<file path="src/rtl/alu32_seq_ctrl_pkg.sv">
// Shared widths, opcodes, ALU function encodings and flag positions for the 32-bit ALU sequencer.
package alu32_seq_ctrl_pkg;

    localparam int unsigned HALF_W  = 16;
    localparam int unsigned DATA_W  = 2 * HALF_W;
    localparam int unsigned OP_W    = 3;
    localparam int unsigned S_W     = 4;
    localparam int unsigned FLAGS_W = 5;

    // Command opcodes; 6 and 7 are reserved
    localparam logic [OP_W-1:0] OP_ADD   = 3'd0;
    localparam logic [OP_W-1:0] OP_SUB   = 3'd1;
    localparam logic [OP_W-1:0] OP_AND   = 3'd2;
    localparam logic [OP_W-1:0] OP_OR    = 3'd3;
    localparam logic [OP_W-1:0] OP_XOR   = 3'd4;
    localparam logic [OP_W-1:0] OP_PASSA = 3'd5;

    // 74181 function selects (active-high data)
    localparam logic [S_W-1:0] S_ADD   = 4'b1001;
    localparam logic [S_W-1:0] S_SUB   = 4'b0110;
    localparam logic [S_W-1:0] S_AND   = 4'b1011;
    localparam logic [S_W-1:0] S_OR    = 4'b1110;
    localparam logic [S_W-1:0] S_XOR   = 4'b0110;
    localparam logic [S_W-1:0] S_PASSA = 4'b1111;
    localparam logic [S_W-1:0] S_IDLE  = 4'b0000;

    localparam logic M_ARITH = 1'b0;
    localparam logic M_LOGIC = 1'b1;

    // Bit positions within {ERR,V,C,N,Z}
    localparam int unsigned FLAG_Z   = 0;
    localparam int unsigned FLAG_N   = 1;
    localparam int unsigned FLAG_C   = 2;
    localparam int unsigned FLAG_V   = 3;
    localparam int unsigned FLAG_ERR = 4;

    // Latched command payload
    typedef struct packed {
        logic [OP_W-1:0]   op;
        logic [DATA_W-1:0] a;
        logic [DATA_W-1:0] b;
    } cmd_t;

    // Per-opcode ALU control
    typedef struct packed {
        logic           m;
        logic [S_W-1:0] s;
        logic           cin_lo_n;
        logic           is_arith;
        logic           is_rsvd;
    } dec_t;

endpackage

</file>
<file path="src/rtl/alu32_seq_ctrl_if.sv">
// Command and result valid/ready ports of the 32-bit ALU sequencer.
interface alu32_seq_ctrl_if;
    import alu32_seq_ctrl_pkg::*;

    logic                cmd_valid;
    logic                cmd_ready;
    logic [OP_W-1:0]     cmd_op;
    logic [DATA_W-1:0]   cmd_a;
    logic [DATA_W-1:0]   cmd_b;
    logic                res_valid;
    logic                res_ready;
    logic [DATA_W-1:0]   res_data;
    logic [FLAGS_W-1:0]  res_flags;

    // Requester side: issues commands and consumes results
    modport master (
        output cmd_valid, cmd_op, cmd_a, cmd_b, res_ready,
        input  cmd_ready, res_valid, res_data, res_flags
    );

    // Sequencer side
    modport slave (
        input  cmd_valid, cmd_op, cmd_a, cmd_b, res_ready,
        output cmd_ready, res_valid, res_data, res_flags
    );

endinterface

</file>
<file path="src/rtl/alu32_seq_ctrl_op_decode.sv">
// Combinational opcode decode into 74181 mode, function select and low-pass carry-in.
module alu32_seq_ctrl_op_decode
    import alu32_seq_ctrl_pkg::*;
(
    input  logic [OP_W-1:0] op,
    output dec_t            dec_c
);

    // Opcode to ALU control; anything unlisted is reserved and leaves the ALU idle
    always_comb begin
        dec_c          = '0;
        dec_c.m        = M_LOGIC;
        dec_c.s        = S_IDLE;
        dec_c.cin_lo_n = 1'b1;
        case (op)
            OP_ADD: begin
                dec_c.m        = M_ARITH;
                dec_c.s        = S_ADD;
                dec_c.is_arith = 1'b1;
            end
            OP_SUB: begin
                dec_c.m        = M_ARITH;
                dec_c.s        = S_SUB;
                dec_c.cin_lo_n = 1'b0;
                dec_c.is_arith = 1'b1;
            end
            OP_AND:   dec_c.s = S_AND;
            OP_OR:    dec_c.s = S_OR;
            OP_XOR:   dec_c.s = S_XOR;
            OP_PASSA: dec_c.s = S_PASSA;
            default:  dec_c.is_rsvd = 1'b1;
        endcase
    end

endmodule

</file>
<file path="src/rtl/alu32_seq_ctrl.sv">
// Runs 32-bit ops as two chained 16-bit passes through an external 74181-style ALU.
module alu32_seq_ctrl
    import alu32_seq_ctrl_pkg::*;
(
    input  logic               clk,
    input  logic               rst,
    alu32_seq_ctrl_if.slave    bus,
    output logic [HALF_W-1:0]  alu_a,
    output logic [HALF_W-1:0]  alu_b,
    output logic [S_W-1:0]     alu_s,
    output logic               alu_m,
    output logic               alu_cin_n,
    input  logic [HALF_W-1:0]  alu_f,
    input  logic               alu_cout_n
);

    localparam logic [1:0] ST_IDLE = 2'd0;
    localparam logic [1:0] ST_LO   = 2'd1;
    localparam logic [1:0] ST_HI   = 2'd2;
    localparam logic [1:0] ST_DONE = 2'd3;

    logic [1:0]          state, state_d;
    cmd_t                cmd_q, cmd_d;
    logic [HALF_W-1:0]   r_lo_q, r_lo_d;
    logic                cmd_ready_q, cmd_ready_d;
    logic                res_valid_q, res_valid_d;
    logic [DATA_W-1:0]   res_data_q, res_data_d;
    logic [FLAGS_W-1:0]  res_flags_q, res_flags_d;
    logic [HALF_W-1:0]   alu_a_d, alu_b_d;
    logic [S_W-1:0]      alu_s_d;
    logic                alu_m_d, alu_cin_n_d;
    logic [OP_W-1:0]     op_sel_c;
    dec_t                dec_c;
    logic [DATA_W-1:0]   r_full_c;
    logic                is_sub_c;

    assign bus.cmd_ready = cmd_ready_q;
    assign bus.res_valid = res_valid_q;
    assign bus.res_data  = res_data_q;
    assign bus.res_flags = res_flags_q;

    // Decode the incoming op while idle, the latched op afterwards
    assign op_sel_c = (state == ST_IDLE) ? bus.cmd_op : cmd_q.op;
    assign r_full_c = {alu_f, r_lo_q};
    assign is_sub_c = (cmd_q.op == OP_SUB);

    alu32_seq_ctrl_op_decode u_decode (
        .op    (op_sel_c),
        .dec_c (dec_c)
    );

    // Next state, next ALU drive and result/flag capture
    always_comb begin
        state_d     = state;
        cmd_d       = cmd_q;
        r_lo_d      = r_lo_q;
        res_data_d  = res_data_q;
        res_flags_d = res_flags_q;
        alu_a_d     = '0;
        alu_b_d     = '0;
        alu_s_d     = S_IDLE;
        alu_m_d     = M_LOGIC;
        alu_cin_n_d = 1'b1;
        case (state)
            ST_IDLE: begin
                if (bus.cmd_valid) begin
                    cmd_d.op = bus.cmd_op;
                    cmd_d.a  = bus.cmd_a;
                    cmd_d.b  = bus.cmd_b;
                    state_d  = ST_LO;
                    if (!dec_c.is_rsvd) begin
                        alu_a_d     = bus.cmd_a[HALF_W-1:0];
                        alu_b_d     = bus.cmd_b[HALF_W-1:0];
                        alu_s_d     = dec_c.s;
                        alu_m_d     = dec_c.m;
                        alu_cin_n_d = dec_c.cin_lo_n;
                    end
                end
            end
            ST_LO: begin
                r_lo_d  = alu_f;
                state_d = ST_HI;
                if (!dec_c.is_rsvd) begin
                    alu_a_d     = cmd_q.a[DATA_W-1:HALF_W];
                    alu_b_d     = cmd_q.b[DATA_W-1:HALF_W];
                    alu_s_d     = dec_c.s;
                    alu_m_d     = dec_c.m;
                    // Low-pass carry chains into the high pass for arithmetic only
                    alu_cin_n_d = dec_c.is_arith ? alu_cout_n : 1'b1;
                end
            end
            ST_HI: begin
                state_d     = ST_DONE;
                res_flags_d = '0;
                if (dec_c.is_rsvd) begin
                    res_data_d            = '0;
                    res_flags_d[FLAG_ERR] = 1'b1;
                end else begin
                    res_data_d          = r_full_c;
                    res_flags_d[FLAG_Z] = (r_full_c == '0);
                    res_flags_d[FLAG_N] = r_full_c[DATA_W-1];
                    if (dec_c.is_arith) begin
                        res_flags_d[FLAG_C] = ~alu_cout_n;
                        if (is_sub_c)
                            res_flags_d[FLAG_V] = (cmd_q.a[DATA_W-1] != cmd_q.b[DATA_W-1]) &&
                                                  (r_full_c[DATA_W-1] != cmd_q.a[DATA_W-1]);
                        else
                            res_flags_d[FLAG_V] = (cmd_q.a[DATA_W-1] == cmd_q.b[DATA_W-1]) &&
                                                  (r_full_c[DATA_W-1] != cmd_q.a[DATA_W-1]);
                    end
                end
            end
            default: begin
                if (bus.res_ready)
                    state_d = ST_IDLE;
            end
        endcase
        cmd_ready_d = (state_d == ST_IDLE);
        res_valid_d = (state_d == ST_DONE);
    end

    // State register
    always_ff @(posedge clk or posedge rst) begin
        if (rst)
            state <= ST_IDLE;
        else
            state <= state_d;
    end

    // Operand, result and registered output updates
    always_ff @(posedge clk or posedge rst) begin
        if (rst) begin
            cmd_q       <= '0;
            r_lo_q      <= '0;
            cmd_ready_q <= 1'b1;
            res_valid_q <= 1'b0;
            res_data_q  <= '0;
            res_flags_q <= '0;
            alu_a       <= '0;
            alu_b       <= '0;
            alu_s       <= S_IDLE;
            alu_m       <= M_LOGIC;
            alu_cin_n   <= 1'b1;
        end else begin
            cmd_q       <= cmd_d;
            r_lo_q      <= r_lo_d;
            cmd_ready_q <= cmd_ready_d;
            res_valid_q <= res_valid_d;
            res_data_q  <= res_data_d;
            res_flags_q <= res_flags_d;
            alu_a       <= alu_a_d;
            alu_b       <= alu_b_d;
            alu_s       <= alu_s_d;
            alu_m       <= alu_m_d;
            alu_cin_n   <= alu_cin_n_d;
        end
    end

endmodule

</file>
<file path="src/flat_wrapper.sv">
// flat-port wrapper written by rule: the top's interface ports become plain ports
module alu32_seq_ctrl_flat import alu32_seq_ctrl_pkg::*;
  (clk, rst, alu_a, alu_b, alu_s, alu_m, alu_cin_n, alu_f, alu_cout_n, bus_cmd_valid, bus_cmd_op, bus_cmd_a, bus_cmd_b, bus_res_ready, bus_cmd_ready, bus_res_valid, bus_res_data, bus_res_flags);
  alu32_seq_ctrl_if bus_i ();
  input  logic clk;
  input  logic rst;
  output logic [HALF_W-1:0] alu_a;
  output logic [HALF_W-1:0] alu_b;
  output logic [S_W-1:0] alu_s;
  output logic alu_m;
  output logic alu_cin_n;
  input  logic [HALF_W-1:0] alu_f;
  input  logic alu_cout_n;
  input wire logic [$bits(bus_i.cmd_valid)-1:0] bus_cmd_valid;
  input wire logic [$bits(bus_i.cmd_op)-1:0] bus_cmd_op;
  input wire logic [$bits(bus_i.cmd_a)-1:0] bus_cmd_a;
  input wire logic [$bits(bus_i.cmd_b)-1:0] bus_cmd_b;
  input wire logic [$bits(bus_i.res_ready)-1:0] bus_res_ready;
  output wire logic [$bits(bus_i.cmd_ready)-1:0] bus_cmd_ready;
  output wire logic [$bits(bus_i.res_valid)-1:0] bus_res_valid;
  output wire logic [$bits(bus_i.res_data)-1:0] bus_res_data;
  output wire logic [$bits(bus_i.res_flags)-1:0] bus_res_flags;
  assign bus_i.cmd_valid = bus_cmd_valid;
  assign bus_i.cmd_op = bus_cmd_op;
  assign bus_i.cmd_a = bus_cmd_a;
  assign bus_i.cmd_b = bus_cmd_b;
  assign bus_i.res_ready = bus_res_ready;
  assign bus_cmd_ready = bus_i.cmd_ready;
  assign bus_res_valid = bus_i.res_valid;
  assign bus_res_data = bus_i.res_data;
  assign bus_res_flags = bus_i.res_flags;
  alu32_seq_ctrl u_core (.clk(clk), .rst(rst), .bus(bus_i), .alu_a(alu_a), .alu_b(alu_b), .alu_s(alu_s), .alu_m(alu_m), .alu_cin_n(alu_cin_n), .alu_f(alu_f), .alu_cout_n(alu_cout_n));
endmodule
</file>
<file path="config.mk">
export PLATFORM = sky130hd
export DESIGN_NAME = alu32_seq_ctrl_flat
export DESIGN_NICKNAME = d
export VERILOG_FILES = /design/src/rtl/alu32_seq_ctrl_pkg.sv /design/src/rtl/alu32_seq_ctrl_if.sv /design/src/rtl/alu32_seq_ctrl_op_decode.sv /design/src/rtl/alu32_seq_ctrl.sv /design/src/flat_wrapper.sv
export SDC_FILE = /design/constraint.sdc
export NUM_CORES = 1
export LEC_CHECK = 0
export ABC_AREA = 1
export CELL_PAD_IN_SITES_DETAIL_PLACEMENT = 1
export CELL_PAD_IN_SITES_GLOBAL_PLACEMENT = 1
export CORE_AREA = 3 3 117 119
export CTS_CLUSTER_DIAMETER = 40
export DETAILED_ROUTE_END_ITERATION = 10
export DIE_AREA = 0 0 120 122
export DONT_BUFFER_PORTS = 1
export PLACE_DENSITY = 0.77
export SLEW_MARGIN = 20
export SYNTH_ARGS = -nofsm -noshare
export SYNTH_HDL_FRONTEND = slang
export SYNTH_SLANG_ARGS = --single-unit
</file>
<file path="constraint.sdc">
create_clock -name clk -period 3.9 [get_ports clk]
set_input_delay 0.78 -clock clk [delete_from_list [all_inputs] [get_ports clk]]
set_output_delay 0.78 -clock clk [all_outputs]
set_load 0.005 [all_outputs]
</file>
==> results.md, run 1 <==
* Syn_area_per_cell at 8.90 sq um
* First-pass GRT wire length at approximately 21000 microns
* Distinct cell type count after synthesis at 28
* Drt total wl at between 10000 and 15000 microns
* Sink Count at 129
* Top cell by count, worst path: nand2_4
* Post-CTS Setup Inserts at 0
* Setup WS pre-CTS at roughly 1700 ps
* Crit-path leading delay family: simple AND/OR/NAND/NOR gates
* Crit path buf inv count at 1
* Initial antenna violation count at 0
* Status: finished clean
* Routed Antenna Nets at 0
* Post-DR wirelength/cell at 17.1 microns
* Max frequency at 466 MHz
* Root buf cell: clkbuf_16
* DRC Markers at 0
* Die width at around 120 microns
* Leak at around 3.2 nW
* RSZ-0062 raised after global routing: no
* Fin crit period at 2150 ps
* CORE AREA at between 10000 and 15000 sq um
* Chip Height at 122 microns
* P per Cell Area at 873 nW/um^2
* Overall Global Routing Usage at a little under a fifth
* Setup tns final at 0 ps
* Ports at roughly 170
* Synthesized netlist cell count at between 600 and 700
* Tcrit/Tclk final at between 50% and 60%
* CP arrival at roughly 2500 ps
* CTS tree: built
* Register area share after synthesis at between 60% and 70%
* Synthesized net count at slightly below 700
* Final WS setup at approximately 1800 ps
* Port Buffers at 0
* Pwr Total at between 5 and 6 mW
* FF-to-FF Start: u_core.state[1]$_DFF_PP0_
* Vias/cell at between 4 and 5
* Worst-path clk slew at roughly 50 ps
* Slew Viols, Final at 0
* Critical Path RT at between 4000 and 5000 ps
* CP peak stage delay at roughly 400 ps
* Max_slew headroom at around 40%
* R2r setup slk at around 1800 ps
* Area Growth Syn to Fin at 12.1%
* WS Path Type: reg -> reg
* Worst hold path class: in -> async
* Yosys warns at 0
* Hold_buf cts at 0
* CP Capture Type: flop
* Clock buffer depth at 2
* Worst-path fanout max at 37
* Final hold violations at 0
* Post-CTS sizing at 0
* Initial Utilization at a little over two fifths
* DR vias at a little under 4k
* Total CTS buffers at 17
* Synthesized flop and latch total at 129
* Global route overflow at 0
* FF-to-FF path depth at 6
* Worst skew pair latency at between 400 and 500 ps
* Gpl congestion at between 0.7 and 0.8
* H-tree depth at 4
* Netlist Area Pre-Place at between 5000 and 6000 sq um
* Vias in the first global route at 4215
* Die area at roughly 15000 sq um
* Final setup vio count at 0
* Final #Nets at between 600 and 700
* Iter 0 DRT Violations at ~160
* Antenna diodes at 0
* Cells along the critical path: inv_1 -> ha_1 -> o21ai_2 -> nand2_4 -> nand2_4 -> o21ai_0
* RR Endpoint: u_core.bus.res_data[20]$_DFFE_PP0N_
* Worst Skew at roughly 6.4 ps
* Least-Margin Pin Slew at ~900 ps
* Largest net degree at the start of global routing at a little under 70
* Layout cells sized above 1 at roughly 7.6%
* TritonRoute pass-1 iters at 4
* Critical path launch point type: flop
* Site row count at just over 40
* CP max-delay cell: dfrtp_1
* Max cap viols at 0
* Peak VDD IR at 0.000359 V
* HPWL after DPL at 9320 microns
## cells in the final DEF (no fill, tap or decap), types with 2 or more instances in the layout
cell type / count
nand2_1: 137
dfrtp_1: 126
inv_1: 103
o21ai_0: 79
nor2_1: 50
a21oi_1: 32
clkbuf_16: 17
nand3_1: 13
clkinv_2: 6
ha_1: 5
clkbuf_8: 5
nand2_4: 3
o21ai_2: 3
mux2_2: 3
nand4_1: 3
clkbuf_1: 3
buf_4: 3
dfstp_2: 3
a22o_1: 2
o21a_1: 2
## stage by stage
stage,cell area [sq um],cells,util (%),hold WS (ps)
final,6000,781,47.4,396
after global routing,6000,781,47.4,445
after CTS,6000,781,47.3,410
after detailed placement,5460,750,43.1,498
after global placement,5460,750,43.1,489
after floorplan,5360,602,-,472
## Yosys cell counts
cell | count | area, sq um
a21boi_0 | 1 | 7.51
a21oi_1 | 32 | 160
a22o_1 | 2 | 17.5
a31oi_1 | 1 | 6.26
and2_1 | 1 | 6.26
buf_2 | 8 | 40.0
buf_4 | 5 | 37.5
buf_6 | 3 | 33.8
clkbuf_1 | 12 | 45.0
clkinv_1 | 1 | 3.75
dfrtp_1 | 126 | 3150
dfstp_2 | 3 | 78.8
ha_1 | 5 | 62.6
inv_1 | 104 | 390
inv_2 | 1 | 3.75
mux2_2 | 3 | 33.8
nand2_1 | 138 | 518
nand2_4 | 2 | 22.5
nand3_1 | 13 | 65.1
nand4_1 | 3 | 18.8
nor2_1 | 50 | 188
nor3_1 | 1 | 5.00
o21a_1 | 2 | 15.0
o21ai_0 | 79 | 395
o21ai_2 | 3 | 26.3
o22ai_1 | 1 | 6.26
or2_0 | 1 | 6.26
xor2_1 | 1 | 8.76
## worst reg2reg max path, stage by stage, from the launching register on
cell     delay [ps]
dfrtp_1         400
inv_1           140
ha_1            320
o21ai_2         160
nand2_4         360
nand2_4         330
o21ai_0         320
## registers in the layout (all words and copies together) (netlist names)
signal / count
u_core.alu_a: 16
u_core.alu_b: 16
u_core.alu_cin_n: 1
u_core.alu_m: 1
u_core.alu_s: 4
u_core.bus.cmd_ready: 1
u_core.bus.res_data: 31
u_core.bus.res_flags: 5
u_core.bus.res_valid: 1
u_core.cmd_q: 35
u_core.r_lo_q: 16
u_core.state: 2
## per-layer routing
layer / vias to the layer above / wire length [microns] / global-route usage, %
met1: 1895 / 5230 / 20.9
met5: - / 0 / 0
met4: 0 / 272 / 7.52
li1: 1833 / - / -
met3: 20 / 1280 / 9.01
met2: 122 / 6550 / 31.6
## cell families (layout without fill, tap and decap cells)
logic type / count (synthesis) / count (layout) / share of synthesized area [%]
AOI/OAI and AO/OA: 121 / 121 / 11.8
xor gates and xnor gates: 1 / 1 / 0.164
adders and majority gates: 5 / 5 / 1.17
buffers and inverters: 134 / 141 / 10.4
DFF: 129 / 129 / 60.4
muxes: 3 / 3 / 0.631
and+or+nand+nor: 209 / 209 / 15.5
## how the worst max path moves through the flow
| stage | cells after the start | to | from |
|---|---|---|---|
| after floorplan | 1 | u_core.alu_a[0]$_DFF_PP0_ | rst |
| after global placement | 2 | u_core.cmd_q[64]$_DFFE_PP0P_ | bus_cmd_valid |
| after detailed placement | 2 | u_core.cmd_q[64]$_DFFE_PP0P_ | bus_cmd_valid |
| after CTS | 6 | u_core.bus.res_data[20]$_DFFE_PP0N_ | u_core.state[1]$_DFF_PP0_ |
| after global routing | 7 | u_core.bus.res_data[20]$_DFFE_PP0N_ | u_core.state[0]$_DFF_PP0_ |
| final | 6 | u_core.bus.res_data[20]$_DFFE_PP0N_ | u_core.state[1]$_DFF_PP0_ |
## power breakdown
group,switching [mW],internal (mW),leakage [nW]
sequential,0.298,1.90,1.59
combinational,1.13,0.475,1.32
clock,0.550,0.885,0.272
## layout make-up
type,instances,area (sq um)
clock buffer,25,505
clock inverter,6,30.0
fill,1505,6670
inverter,106,402
multi-input combinational,339,1580
sequential,129,3230
tap,172,215
timing repair buffer,4,42.5
Power figures use the tool's default switching activity.
==> run 2, diff against run 1 <==
--- a/config.mk
+++ b/config.mk
@@ -8,12 +8,12 @@
 export ABC_AREA = 1
 export CELL_PAD_IN_SITES_DETAIL_PLACEMENT = 1
 export CELL_PAD_IN_SITES_GLOBAL_PLACEMENT = 1
-export CORE_AREA = 3 3 117 119
+export CORE_AREA = 3 3 112 114
 export CTS_CLUSTER_DIAMETER = 40
 export DETAILED_ROUTE_END_ITERATION = 10
-export DIE_AREA = 0 0 120 122
+export DIE_AREA = 0 0 115 117
 export DONT_BUFFER_PORTS = 1
-export PLACE_DENSITY = 0.77
+export PLACE_DENSITY = 0.8
 export SLEW_MARGIN = 20
 export SYNTH_ARGS = -nofsm -noshare
 export SYNTH_HDL_FRONTEND = slang
==> constraint.sdc (replaced) <==
create_clock -name clk -period 2.1 [get_ports clk]
set_input_delay 0.42 -clock clk [delete_from_list [all_inputs] [get_ports clk]]
set_output_delay 0.42 -clock clk [all_outputs]
set_load 0.005 [all_outputs]
==> run 2 against run 1 <==
Effect of this change: cell count shrank 3.1%; setup slack lost 1500 ps; clock skew grew 1.6 ps; worst hold slack lost 350 ps; cell area grew 0.19%; total power grew 88%; first-iteration DRC count grew 16%; maximum frequency grew 16%; clock power grew 80%; die area shrank 8.1%; combinational power grew 96%; global-route usage grew 2.0 points; critical path type unchanged.
==> results.md, run 2 (synthesis gave the netlist of run 1 again) <==
* Leak at 3.20 nW (+0.55%)
* Iter 0 DRT Violations at 186 (+16%)
* Worst-path clk slew at 50 ps (about the same)
* CP arrival at 2160 ps (-290 ps)
* Worst hold path class: in -> async
* Top Metal Used: met4
* Layout Cells excl Fill at 757 (-3.1%)
* Commonest non-fill, non-tap cell in the layout: nand2_1
* Gpl congestion at 0.841 (+15%)
* Overall Global Routing Usage at 20.9% (+2.0 points)
* Max_slew headroom at 54.5% (+14 points)
* Ports at 165 (unchanged)
* Status: finished clean
* Tcrit/Tclk final at 88.3% (+33 points)
* Final #Nets at 695 (+0.72%)
* TritonRoute pass-1 iters at 4 (unchanged)
* Final hold violations at 0 (unchanged)
* Worst hold slack at 48.3 ps (-347 ps)
* Post-CTS Setup Inserts at 0 (unchanged)
* Chip Height at 117 microns (-4.1%)
* Fin crit period at 1850 ps (-293 ps)
* Initial Utilization at 46.5% (+4.2 points)
* Die area at 13500 sq um (-8.1%)
* Root buf cell: clkbuf_16
* Highest-count cells in the layout ignoring fill and taps: nand2_1 (137), dfrtp_1 (126), inv_1 (103), o21ai_0 (79), nor2_1 (50)
* Placed Cells incl. Taps at 726 (-3.2%)
* Metal2 WL at 6870 microns (+4.9%)
* Critical Path RT at 2410 ps (-1790 ps)
* P per Cell Area at 1640 nW/um^2 (+87%)
* Pwr Total at 9.84 mW (+88%)
* Site row count at 39 (-4.9%)
* Largest net degree at the start of global routing at 130 (+91%)
* Die width at 115 microns (-4.2%)
* Met1 Wirelength at 4940 microns (-5.5%)
* Peak VDD IR at 0.000643 V (+79%)
* Critical path launch point type: flop
* Sink Count at 129 (unchanged)
* DRC Markers at 0 (unchanged)
* Routed Antenna Nets at 0 (unchanged)
* Hold_buf cts at 0 (unchanged)
* RSZ-0062 raised after global routing: no
* Initial antenna violation count at 0 (unchanged)
* DR vias at 3885 (+0.39%)
* Max frequency at 539 MHz (+16%)
* WS Path Type: reg -> reg
* Met3 routed WL at 1240 microns (-3.1%)
* R2r setup slk at 250 ps (-1510 ps)
* CORE AREA at 11500 sq um (-9.1%)
* CP max-delay cell: dfrtp_1
* Worst Skew at 8.02 ps (+1.65 ps)
* Setup WS pre-CTS at 223 ps (-1500 ps)
* Slew Viols, Final at 0 (unchanged)
* Placed inst area at 5490 sq um (+0.48%)
* Post-DR wirelength/cell at 17.8 microns (+4.3%)
* Sequential cell area at 3230 sq um (unchanged)
* Least-Margin Pin Slew at 682 ps (-216 ps)
* Vias/cell at 5.13 (+3.6%)
* H-tree depth at 4 (unchanged)
* Largest register FFs at 35 (unchanged)
* Final WS setup at 246 ps (-1510 ps)
* Top reg by flops: u_core.cmd_q
* Worst skew pair latency at 420 ps (about the same)
* Final instance area at 6010 sq um (+0.19%)
* CTS tree: built
* Global route overflow at 0 (unchanged)
* Vias in the first global route at 4367 (+3.6%)
* CP Capture Type: flop
* Clock buffer depth at 2 (unchanged)
* Port Buffers at 0 (unchanged)
* HPWL after DPL at 9600 microns (+3.0%)
* Final Util at 52.2% (+4.8 points)
* First-pass GRT wire length at 21300 microns (-0.39%)
* Drt total wl at 13500 microns (+1.1%)
* Antenna diodes at 0 (unchanged)
* Cells along the critical path: inv_1 -> ha_1 -> nand2_1 -> o21ai_2 -> nand2_4 -> buf_4 -> nand2_1 -> inv_1
* Area Growth Syn to Fin at 12.3%
* Area of the multi-input gates at 1580 sq um (+0.24%)
* CP peak stage delay at 410 ps (about the same)
* Setup tns final at 0 ps (unchanged)
* Worst-path fanout max at 23 (-38%)
* Max cap viols at 0 (unchanged)
* Total CTS buffers at 17 (unchanged)
* Fillers at 1352 (-10%)
* Final setup vio count at 0 (unchanged)
* Layout cells sized above 1 at 8.14% (+0.59 points)
## run 2: cell types whose count changed in the layout (fill, tap and decap cells not counted)
cell      previous run  this run
nand2_2              0         1
buf_12               1         3
nand2_8              0         1
clkbuf_8             5         3
clkbuf_1             3         4
nand2_4              3         1
buf_4                3         6
clkinv_2             6         7
## run 2: metal layers
layer / vias to the layer above / global-route usage [%]
met2: 133 / 36.8
met1: 1875 / 20.9
met4: 0 / 10.8
met3: 32 / 9.25
li1: 1845 / -
met5: - / 0
## run 2: final timing paths
path / from / endpoint / cells past startpoint
setup / recovery: u_core.state[0]$_DFF_PP0_ / u_core.alu_a[0]$_DFF_PP0_ / 8
hold / removal: rst / u_core.cmd_q[29]$_DFFE_PP0P_ / 2
setup reg to reg: u_core.state[0]$_DFF_PP0_ / u_core.alu_a[0]$_DFF_PP0_ / 8
hold reg to reg: u_core.cmd_q[29]$_DFFE_PP0P_ / u_core.cmd_q[29]$_DFFE_PP0P_ / 1
max in group asynchronous: rst / u_core.cmd_q[66]$_DFFE_PP0P_ / 2
min in group clk: alu_f[14] / u_core.r_lo_q[14]$_DFFE_PP0P_ / 2
## run 2: power by group
part	leakage (nW)	switching [mW]	internal [mW]	total, mW
Clock	0.263	1.01	1.58	2.59
Sequential	1.59	0.573	3.53	4.10
Combinational	1.35	2.16	0.994	3.15
## run 2: critical path, delay by kind of cell, from the launching register on
kind	cells	cell delay (ps)
AOI/OAI and AO/OA	1	140
adders and majority gates	1	320
buffers and inverters	3	460
DFF	1	410
and+or+nand+nor	3	420
## run 2: area by class of cell
class,count,share of cell area [%]
multi-input combinational,339,26.3
sequential,129,53.7
timing repair buffer,9,1.75
clock inverter,7,0.582
tap,143,2.97
clock buffer,24,8.01
inverter,106,6.68
## run 2: what timing repair did
| item | 4_1_cts | 5_1_grt |
|---|---|---|
| endpoints found under the hold margin | 0 | 0 |
| resized for setup | 0 | 1 |
| setup endpoints to repair | 0 | 2 |
